<file path="src/rtl/rcc_rst_ctrl.sv">
// ---------------------------------------------------------------------------
// rcc_rst_ctrl
//
// Reset controller for the RCC. It gathers NUM_SRC system reset sources and
// the NRST pad and stretches every system reset to at least STRETCH_CYC
// cycles. It drives the NRST pad and the system reset, then releases the
// power domains one at a time, each gated by its own power-good signal.
// Independent per-domain reset requests are served while the system is idle.
// Sticky cause flags feed the RCC reset status register.
//
// Ports
//   rcc_clk        controller clock
//   rcc_rst_n      asynchronous active-low power-on reset
//   rst_src        active-high system reset requests (asynchronous)
//   nrst_in        NRST pad input, active low (asynchronous)
//   dom_rst_req    active-high per-domain reset requests (asynchronous)
//   dom_pwr_ok     per-domain power good (asynchronous)
//   rsr_clr        single-cycle pulse clearing all reset flags
//   nrst_out       NRST pad drive, active low
//   sys_rst_n      system reset, active low
//   dom_rst_n      per-domain resets, active low
//   rsr_src_flags  sticky cause flags, one per rst_src bit
//   rsr_pin_flag   sticky flag, reset came from the NRST pad
//   rsr_por_flag   sticky flag, power-on reset
//   rst_busy       high while the system FSM is not idle
// ---------------------------------------------------------------------------
module rcc_rst_ctrl #(
    parameter int NUM_SRC     = 14,
    parameter int NUM_DOM     = 3,
    parameter int STRETCH_CYC = 16,
    parameter int SYNC_STAGES = 2
) (
    input  logic               rcc_clk,
    input  logic               rcc_rst_n,
    input  logic [NUM_SRC-1:0] rst_src,
    input  logic               nrst_in,
    input  logic [NUM_DOM-1:0] dom_rst_req,
    input  logic [NUM_DOM-1:0] dom_pwr_ok,
    input  logic               rsr_clr,
    output logic               nrst_out,
    output logic               sys_rst_n,
    output logic [NUM_DOM-1:0] dom_rst_n,
    output logic [NUM_SRC-1:0] rsr_src_flags,
    output logic               rsr_pin_flag,
    output logic               rsr_por_flag,
    output logic               rst_busy
);

    localparam int CW = $clog2(STRETCH_CYC + 1);
    localparam int KW = $clog2(NUM_DOM + 1);
    localparam logic [CW-1:0] CntLast = CW'(STRETCH_CYC - 1);

    typedef enum logic [1:0] {IDLE, ASSERT, WAIT_REL, REL_DOM} sysState_e;
    typedef enum logic [1:0] {D_IDLE, D_ASSERT, D_WAIT} domState_e;

    logic [SYNC_STAGES-1:0][NUM_SRC-1:0] srcSync_q;
    logic [SYNC_STAGES-1:0]              nrstSync_q;
    logic [SYNC_STAGES-1:0][NUM_DOM-1:0] reqSync_q;
    logic [SYNC_STAGES-1:0][NUM_DOM-1:0] pwrOkSync_q;

    logic [NUM_SRC-1:0] srcSynced;
    logic               nrstSynced;
    logic [NUM_DOM-1:0] reqSynced;
    logic [NUM_DOM-1:0] pwrOkSynced;
    logic               sysReq;

    sysState_e          sysState_q, sysState_d;
    logic [CW-1:0]      cnt_q, cnt_d;
    logic [KW-1:0]      k_q, k_d;
    logic               nrstOut_q, nrstOut_d;
    logic               sysRstN_q, sysRstN_d;
    logic [NUM_DOM-1:0] domRstN_q, domRstN_d;
    logic               busy_q, busy_d;
    logic [NUM_DOM-1:0] sysDomRstN;

    domState_e          domState_q [NUM_DOM];
    domState_e          domState_d [NUM_DOM];
    logic [CW-1:0]      domCnt_q [NUM_DOM];
    logic [CW-1:0]      domCnt_d [NUM_DOM];
    logic [NUM_DOM-1:0] subDomRstN;
    logic               sysIdleStay;

    logic [NUM_SRC-1:0] srcFlags_q, srcFlags_d;
    logic               pinFlag_q, pinFlag_d;
    logic               porFlag_q, porFlag_d;

    // Input synchronisers. Stage 0 takes the raw pin, the last stage is the
    // one the logic uses. Every chain resets to its "asserted" level so the
    // block comes out of power-on reset as though every request were present.
    always_ff @(posedge rcc_clk or negedge rcc_rst_n) begin
        if (!rcc_rst_n) begin
            srcSync_q   <= '1;
            nrstSync_q  <= '0;
            reqSync_q   <= '1;
            pwrOkSync_q <= '0;
        end else begin
            srcSync_q   <= {srcSync_q[SYNC_STAGES-2:0], rst_src};
            nrstSync_q  <= {nrstSync_q[SYNC_STAGES-2:0], nrst_in};
            reqSync_q   <= {reqSync_q[SYNC_STAGES-2:0], dom_rst_req};
            pwrOkSync_q <= {pwrOkSync_q[SYNC_STAGES-2:0], dom_pwr_ok};
        end
    end

    assign srcSynced   = srcSync_q[SYNC_STAGES-1];
    assign nrstSynced  = nrstSync_q[SYNC_STAGES-1];
    assign reqSynced   = reqSync_q[SYNC_STAGES-1];
    assign pwrOkSynced = pwrOkSync_q[SYNC_STAGES-1];
    assign sysReq      = (|srcSynced) | ~nrstSynced;

    // System FSM state and registered outputs. Power-on reset lands directly
    // in ASSERT so a POR gets the same stretched sequence as any other reset.
    always_ff @(posedge rcc_clk or negedge rcc_rst_n) begin
        if (!rcc_rst_n) begin
            sysState_q <= ASSERT;
            cnt_q      <= '0;
            k_q        <= '0;
            nrstOut_q  <= 1'b0;
            sysRstN_q  <= 1'b0;
            domRstN_q  <= '0;
            busy_q     <= 1'b1;
        end else begin
            sysState_q <= sysState_d;
            cnt_q      <= cnt_d;
            k_q        <= k_d;
            nrstOut_q  <= nrstOut_d;
            sysRstN_q  <= sysRstN_d;
            domRstN_q  <= domRstN_d;
            busy_q     <= busy_d;
        end
    end

    // System FSM next state. The pad is released on leaving ASSERT so our own
    // drive on NRST cannot hold us in WAIT_REL forever. Domains come up in
    // index order, one per cycle, each waiting for its power good. A new
    // request while domains are coming up restarts the whole stretch.
    always_comb begin
        sysState_d = sysState_q;
        cnt_d      = cnt_q;
        k_d        = k_q;
        nrstOut_d  = nrstOut_q;
        sysRstN_d  = sysRstN_q;
        sysDomRstN = domRstN_q;
        busy_d     = busy_q;
        case (sysState_q)
            IDLE: begin
                if (sysReq) begin
                    sysState_d = ASSERT;
                    cnt_d      = '0;
                    nrstOut_d  = 1'b0;
                    sysRstN_d  = 1'b0;
                    sysDomRstN = '0;
                    busy_d     = 1'b1;
                end
            end
            ASSERT: begin
                nrstOut_d  = 1'b0;
                sysRstN_d  = 1'b0;
                sysDomRstN = '0;
                busy_d     = 1'b1;
                if (cnt_q == CntLast) begin
                    sysState_d = WAIT_REL;
                    cnt_d      = '0;
                    nrstOut_d  = 1'b1;
                end else begin
                    cnt_d = cnt_q + CW'(1);
                end
            end
            WAIT_REL: begin
                if (!sysReq) begin
                    sysState_d = REL_DOM;
                    k_d        = '0;
                    sysRstN_d  = 1'b1;
                end
            end
            REL_DOM: begin
                if (sysReq) begin
                    sysState_d = ASSERT;
                    cnt_d      = '0;
                    nrstOut_d  = 1'b0;
                    sysRstN_d  = 1'b0;
                    sysDomRstN = '0;
                end else begin
                    for (int i = 0; i < NUM_DOM; i++) begin
                        if (k_q == KW'(i) && pwrOkSynced[i]) begin
                            sysDomRstN[i] = 1'b1;
                            if (i == NUM_DOM - 1) begin
                                sysState_d = IDLE;
                                k_d        = '0;
                                busy_d     = 1'b0;
                            end else begin
                                k_d = k_q + KW'(1);
                            end
                        end
                    end
                end
            end
            default: begin
                sysState_d = ASSERT;
                cnt_d      = '0;
            end
        endcase
    end

    // Per-domain sub-FSM state registers.
    always_ff @(posedge rcc_clk or negedge rcc_rst_n) begin
        if (!rcc_rst_n) begin
            for (int i = 0; i < NUM_DOM; i++) begin
                domState_q[i] <= D_IDLE;
                domCnt_q[i]   <= '0;
            end
        end else begin
            domState_q <= domState_d;
            domCnt_q   <= domCnt_d;
        end
    end

    // Per-domain sub-FSMs. They only run while the system FSM sits in IDLE
    // and stays there; as soon as the system leaves IDLE they are parked and
    // the system FSM takes over every domain reset.
    assign sysIdleStay = (sysState_q == IDLE) && (sysState_d == IDLE);

    always_comb begin
        subDomRstN = domRstN_q;
        for (int i = 0; i < NUM_DOM; i++) begin
            domState_d[i] = domState_q[i];
            domCnt_d[i]   = domCnt_q[i];
            if (!sysIdleStay) begin
                domState_d[i] = D_IDLE;
                domCnt_d[i]   = '0;
            end else begin
                case (domState_q[i])
                    D_IDLE: begin
                        if (reqSynced[i]) begin
                            domState_d[i] = D_ASSERT;
                            domCnt_d[i]   = '0;
                            subDomRstN[i] = 1'b0;
                        end
                    end
                    D_ASSERT: begin
                        if (domCnt_q[i] == CntLast) begin
                            domState_d[i] = D_WAIT;
                            domCnt_d[i]   = '0;
                        end else begin
                            domCnt_d[i] = domCnt_q[i] + CW'(1);
                        end
                    end
                    D_WAIT: begin
                        if (!reqSynced[i] && pwrOkSynced[i]) begin
                            domState_d[i] = D_IDLE;
                            subDomRstN[i] = 1'b1;
                        end
                    end
                    default: begin
                        domState_d[i] = D_IDLE;
                        domCnt_d[i]   = '0;
                    end
                endcase
            end
        end
    end

    assign domRstN_d = sysIdleStay ? subDomRstN : sysDomRstN;

    // Sticky reset-cause flags. A clear and a set in the same cycle leaves
    // the flag set. The pin flag only counts pad activity seen from IDLE, so
    // our own NRST pulse looping back through the pad is ignored.
    always_comb begin
        srcFlags_d = (rsr_clr ? '0 : srcFlags_q) | srcSynced;
        pinFlag_d  = (rsr_clr ? 1'b0 : pinFlag_q) |
                     ((sysState_q == IDLE) && !nrstSynced);
        porFlag_d  = rsr_clr ? 1'b0 : porFlag_q;
    end

    // Flag registers; only the power-on reset initialises them.
    always_ff @(posedge rcc_clk or negedge rcc_rst_n) begin
        if (!rcc_rst_n) begin
            srcFlags_q <= '0;
            pinFlag_q  <= 1'b0;
            porFlag_q  <= 1'b1;
        end else begin
            srcFlags_q <= srcFlags_d;
            pinFlag_q  <= pinFlag_d;
            porFlag_q  <= porFlag_d;
        end
    end

    assign nrst_out      = nrstOut_q;
    assign sys_rst_n     = sysRstN_q;
    assign dom_rst_n     = domRstN_q;
    assign rst_busy      = busy_q;
    assign rsr_src_flags = srcFlags_q;
    assign rsr_pin_flag  = pinFlag_q;
    assign rsr_por_flag  = porFlag_q;

endmodule
</file>
<file path="config.mk">
export PLATFORM = sky130hd
export DESIGN_NAME = rcc_rst_ctrl
export DESIGN_NICKNAME = d
export VERILOG_FILES = /design/src/rtl/rcc_rst_ctrl.sv
export SDC_FILE = /design/constraint.sdc
export NUM_CORES = 1
export LEC_CHECK = 0
export ABC_AREA = 1
export CORE_AREA = 5 5 94 96
export DETAILED_ROUTE_END_ITERATION = 6
export DIE_AREA = 0 0 99 101
export GPL_TIMING_DRIVEN = 0
export PLACE_DENSITY = 0.72
export SETUP_SLACK_MARGIN = 0.4
export SYNTH_ARGS = -nofsm -noshare
export SYNTH_HDL_FRONTEND = slang
export SYNTH_SLANG_ARGS = --single-unit
</file>
<file path="constraint.sdc">
create_clock -name rcc_clk -period 2.4 [get_ports rcc_clk]
set_input_delay 0.24 -clock rcc_clk [delete_from_list [all_inputs] [get_ports rcc_clk]]
set_output_delay 0.24 -clock rcc_clk [all_outputs]
set_load 0.05 [all_outputs]
</file>
== Yosys cells after proc, flatten, opt, wreduce, memory -nomap -nowiden ==
Index checks and enable logic that the tools add are counted.

* $add $sub $neg: 5
* Equal/unequal tests: 40
* Muxes and demuxes: 69
* Bitwise logic cells: 4
* Reductions and logical operators: 37

{| class="wikitable"
|+ Operators with widths
! cell !! count
|-
| $mux 5 || 11
|-
| $pmux 5 s3 || 3
|-
| $mux 2 || 22
|-
| $ne 3x3->1 const B || 10
|-
| $add 5x1->5 const B || 4
|-
| $eq 5x4->1 const B || 4
|-
| $pmux 2 s3 || 3
|-
| $reduce_and 6->1 || 3
|-
| $mux 1 || 16
|-
| $ne 4x4->1 const B || 4
|-
| $mux 14 || 1
|-
| $ne 2x2->1 const B || 7
|-
| $or 14x14->14 || 1
|-
| $reduce_or 14->1 || 1
|-
| $eq 2x2->1 const B || 6
|-
| $logic_not 2->1 || 6
|-
| $eq 2x1->1 const B || 5
|-
| $pmux 5 s2 || 1
|-
| $reduce_and 2->1 || 5
|-
| $mux 3 || 3
|-
| $ne 3x1->1 const B || 3
|-
| $pmux 3 s3 || 1
|-
| $reduce_and 3->1 || 3
|-
| $logic_and 1x1->1 || 8
|-
| other kinds (14) || 24
|}

* Register bits: 94
* Input bits: 24
* Output and inout bits: 22
* Word-level logic and storage cells: 180

== Logic depth before layout (Yosys ltp) ==
* Depth in word-level cells: 9
* Depth in mapped cells: 17

== Worst setup path after synthesis ==
OpenSTA, ideal clock, no wires.

* Kind: reg-to-reg
* From: register sysState_q[0]
* To: register domRstN_q[1] (netlist: dom_rst_n[1])
* Library setup time: 0.119 ns
* Arrival time: 1.786 ns
* Data required time: 2.281 ns
* Slack: 0.495 ns
* Stages on the path, launching flop included: 14
* Path buffers: 1
* Cell sequence: dfstp_2 -> ha_1 -> nand2_1 -> o21ai_0 -> nand2_1 -> nand3_2 -> nand2_4 -> nand2_2 -> buf_6 -> nor3_4 -> nor2_1 -> nand2_1 -> nand2_1 -> nand2_1

* Word-level cells in the longest chain between the ends: 7
* Elaborated cells on any way between the ends: 21
* Classes of those cells: 8 x eq/ne; 8 x mux; 5 x reduce/logical

{| class="wikitable"
|+ RTL lines
! item !! RTL line !! text
|-
| start, declared || 67 || <nowiki>sysState_e sysState_q, sysState_d;</nowiki>
|-
| start signal, assigned || 122 || <nowiki>sysState_q <= sysState_d;</nowiki>
|-
| $mux 2 || 184 || <nowiki>if (k_q == KW'(i) && pwrOkSynced[i]) begin</nowiki>
|-
| $mux 2 || 176 || <nowiki>if (sysReq) begin</nowiki>
|-
| $pmux 2 s4 || 144 || <nowiki>case (sysState_q)</nowiki>
|-
| $logic_not 2->1 || 220 || <nowiki>assign sysIdleStay = (sysState_q == IDLE) && (sysState_d == IDLE);</nowiki>
|-
| $logic_and 1x1->1 || 220 ||
|-
| $ne 4x4->1 (no source line) (tied with other cells) || -- ||
|-
| $reduce_and 6->1 (no source line) || -- ||
|-
| end signal, assigned || 127 || <nowiki>domRstN_q <= domRstN_d;</nowiki>
|-
| end, declared || 72 || <nowiki>logic [NUM_DOM-1:0] domRstN_q, domRstN_d;</nowiki>
|}

Parallel ways exist; a longest one is shown, timed or not.
A chain may end at the register's enable or synchronous reset.

== Final worst setup path ==
* From: register sysState_q[0]
* To: register domCnt_q[6] in the netlist's numbering

* Word-level cells in the longest chain between the ends: 7
* Elaborated cells on any way between the ends: 16
* Classes of those cells: 5 x eq/ne; 7 x mux; 4 x reduce/logical

{| class="wikitable"
|+ RTL lines
! item !! RTL line !! text
|-
| $mux 2 || 184 ||
|-
| $mux 2 || 176 ||
|-
| $pmux 2 s4 || 144 ||
|-
| $logic_not 2->1 || 220 ||
|-
| $logic_and 1x1->1 * || 220 ||
|-
| $ne 3x3->1 (no source line) or $ne 2x2->1 (tied branches) || -- ||
|-
| $reduce_and 2->1 (no source line) || -- ||
|-
| end signal, assigned || 213 || <nowiki>domCnt_q <= domCnt_d;</nowiki>
|-
| end, declared || 78 || <nowiki>logic [CW-1:0] domCnt_q [NUM_DOM];</nowiki>
|}

Every way passes the cells marked *; elsewhere a longest branch is shown, timed or not.

==> results.md <==
* Status: completed
* YS warnings at 0
* Main synth FF type: dfrtp_1
* Initial Util at 0.484
* Max stage delay cell, worst path: dfstp_2
* RSZ-0062 raised after global routing: true
* Max Slew Vio Count at 0
* Initial antenna violation count at 0
* Pleak at 0.00231 uW
* Clk slew on worst S/H paths at 100 ps
* Via count at 2769
* Finish-stage setup viols at 0
* Share of cells above drive strength 1 at 0.261
* Vias in the first global route at 2734
* CTS tree: done
* Worst Setup End Kind: flop
* Skew-Pair Late Insertion Delay at 350 ps
* TritonCTS buffer count at 9
* Synth Register Bits at 94
* Slew headroom at 0.647
* R2R depth at 13
* Peak VDD IR at 0.348 mV
* Vias per cell at 4.87
* CP Buf/Inv Count at 3
* HP Class: in -> reg
* Critical-path cell list: ha_4, nand2_2, o21ai_1, nand2_1, nand3_2, nand2_4, buf_4, nand4_1, inv_1, nor2_2, inv_2, nand2_1, o21ai_1
* Area delta synth->final at 28.7%
* Placed cell count at 535
* Routed WL at 7530 um
* Fin Hold WS at 279 ps
* Minimum clock period at 2000 ps
* Antenna Nets Post-Route at 0
* Max_cap viols at 0
* Syn Nets at 417
* WP depth at 13
* GRT Overall Usage at 0.158
* Worst-path fanout max at 4
* Mean Syn Cell Area at 10.0 um2
* Async S/R FF share, synth at 1.00
* Drt initial violations at 114
* Post-synthesis cell area at 3860 um2
* Drt wl/cell at 13.2 um
* Hpwl dp at 5010 um
* Placer congestion estimate at 0.767
* Syn Inst Count at 384
* I/O pin cnt at 46
* Power per cell area at 785 nW/um2
* Nets at 492
* Final Hold Fails at 0
* First-pass GRT wire length at 12700 um
* Port Buf Inserts at 45
* DIE HEIGHT at 101 um
* Worst path top cell family by delay: simple AND/OR/NAND/NOR gates
* Crit share post-route at 0.832
* Final cell count without fillers at 569
* Seq/Total Area, Yosys at 0.622
* Clk buf depth at 2
* Remaining Overflow, GRT at 0
* FMAX at 501 MHz
* EDFF count, synth at 0
* WP data required at 2630 ps
* Netlist cell types at 36
* Setup crit start kind: flop
* Delay of the slowest cell on the worst path at 640 ps
* Critical path class: reg -> reg
* Core region area at 7970 um2
* CTS Sinks at 94
* H-tree depth at 3
* Root buf cell: clkbuf_8
* First-pass DRT Iterations at 5
* Row count at 33
* # diodes at 0
* Pre-CTS setup slack at 224 ps
* DRC viols at 0
* Worst Clk Skew at 15.4 ps
* Die Area at 10000 um2
* Die width at 99 um
* Final WS setup at 403 ps
* WP data arrival at 2220 ps
* Largest net degree at the start of global routing at 68
* Hold path cells at 1
* Worst Max-Slew Pin Slew at 527 ps
* Commonest non-fill, non-tap cell in the layout: inv_1
* Total power at 3900 uW
* Most frequent cells in the layout: inv_1, dfrtp_1, nand2_1
-- kinds of logic (layout without fill, tap and decap cells) --
logic type / after synthesis / count (layout) / synth area share
buffers and inverters: 73 / 153 / 0.0730
flip-flops: 94 / 94 / 0.622
XOR/XNOR: 8 / 8 / 0.0182
adder cells (fa/ha/maj): 9 / 9 / 0.0292
AO/OA/AOI/OAI: 60 / 60 / 0.0941
AND/OR/NAND/NOR: 140 / 140 / 0.164
-- where the power goes --
group / switching [uW] / total [uW] / internal (uW)
combinational: 662 / 1120 / 460
clock: 538 / 929 / 391
sequential: 108 / 1850 / 1740
-- metal layers --
metal  wire [um]  track usage  part of all wire  up-vias
met5           0            0                 0        -
met4         123       0.0483             0.016        0
met3         243       0.0325             0.032       11
met2        3790        0.264              0.50       59
met1        3370        0.209              0.45     1327
li1            -            -                 -     1372
-- state kept, by name, indices dropped and copies added (netlist names), 2 cells and up --
name           count
pwrOkSync_q        3
srcSynced         14
srcSync_q         14
domState_q         6
pwrOkSynced        3
k_q                2
reqSynced          3
rsr_src_flags     14
cnt_q              5
nrstSync_q         2
sysState_q         2
dom_rst_n          3
reqSync_q          3
domCnt_q          15
-- path summary, 6_finish.rpt --
path | to | from | slack [ps]
max in group asynchronous | sysState_q[0] | rcc_rst_n | 1370
setup / recovery | domCnt_q[6] | sysState_q[0] | 400
setup reg to reg | domCnt_q[6] | sysState_q[0] | 400
hold / removal | srcSync_q[5] | rst_src[5] | 280
hold reg to reg | srcSynced[6] | srcSync_q[6] | 350
min in group asynchronous | rsr_src_flags[6] | rcc_rst_n | 340
-- per-stage QoR --
stage	TNS, ps	util	cell area [um2]
6_report	0	0.623	4960
3_3_place_gp	-163770	0.557	4440
4_1_cts	0	0.603	4800
2_1_floorplan	0	-	3860
3_5_place_dp	0	0.560	4460
5_1_grt	0	0.623	4960
-- cells in the mapped netlist, types with 3 or more instances --
| cell | instances | area [um2] |
|---|---|---|
| ha_1 | 9 | 113 |
| nor2_1 | 38 | 143 |
| inv_2 | 5 | 18.8 |
| o21ai_1 | 9 | 45.0 |
| o22ai_1 | 5 | 31.3 |
| dfstp_2 | 37 | 972 |
| nand3_1 | 26 | 130 |
| nand4_1 | 5 | 31.3 |
| nand2_1 | 59 | 221 |
| o21bai_1 | 7 | 52.6 |
| o21ai_0 | 17 | 85.1 |
| xnor2_1 | 3 | 26.3 |
| inv_1 | 66 | 248 |
| xor2_1 | 5 | 43.8 |
| dfrtp_1 | 57 | 1430 |
| o31ai_1 | 5 | 37.5 |
| a21oi_1 | 8 | 40.0 |
-- worst register-to-register path, cell delays in order, from the launching register on --
cell and delay [ps]:
dfstp_2 640, ha_4 180, nand2_2 80, o21ai_1 80, nand2_1 80, nand3_2 130, nand2_4 80, buf_4 140
nand4_1 110, inv_1 70, nor2_2 120, inv_2 60, nand2_1 50, o21ai_1 60
-- repair_timing --
action                     in CTS  in global routing
gates cloned                    1                  0
hold buffers                    1                  0
pin swaps                       5                 21
setup endpoints to repair      24                 26
gates resized for setup        24                 29
hold endpoints to repair       12                  0
setup buffers                   8                  8
-- layout make-up --
cell class / instances / area, um2
fill: 657 / 3010
sequential: 94 / 2400
multi-input combinational: 217 / 1350
timing repair buffer: 64 / 623
inverter: 71 / 272
clock buffer: 11 / 131
tap: 105 / 131
clock inverter: 5 / 43.8
buffer: 2 / 15.0
Note: power is estimated with default switching activity, not from simulation.
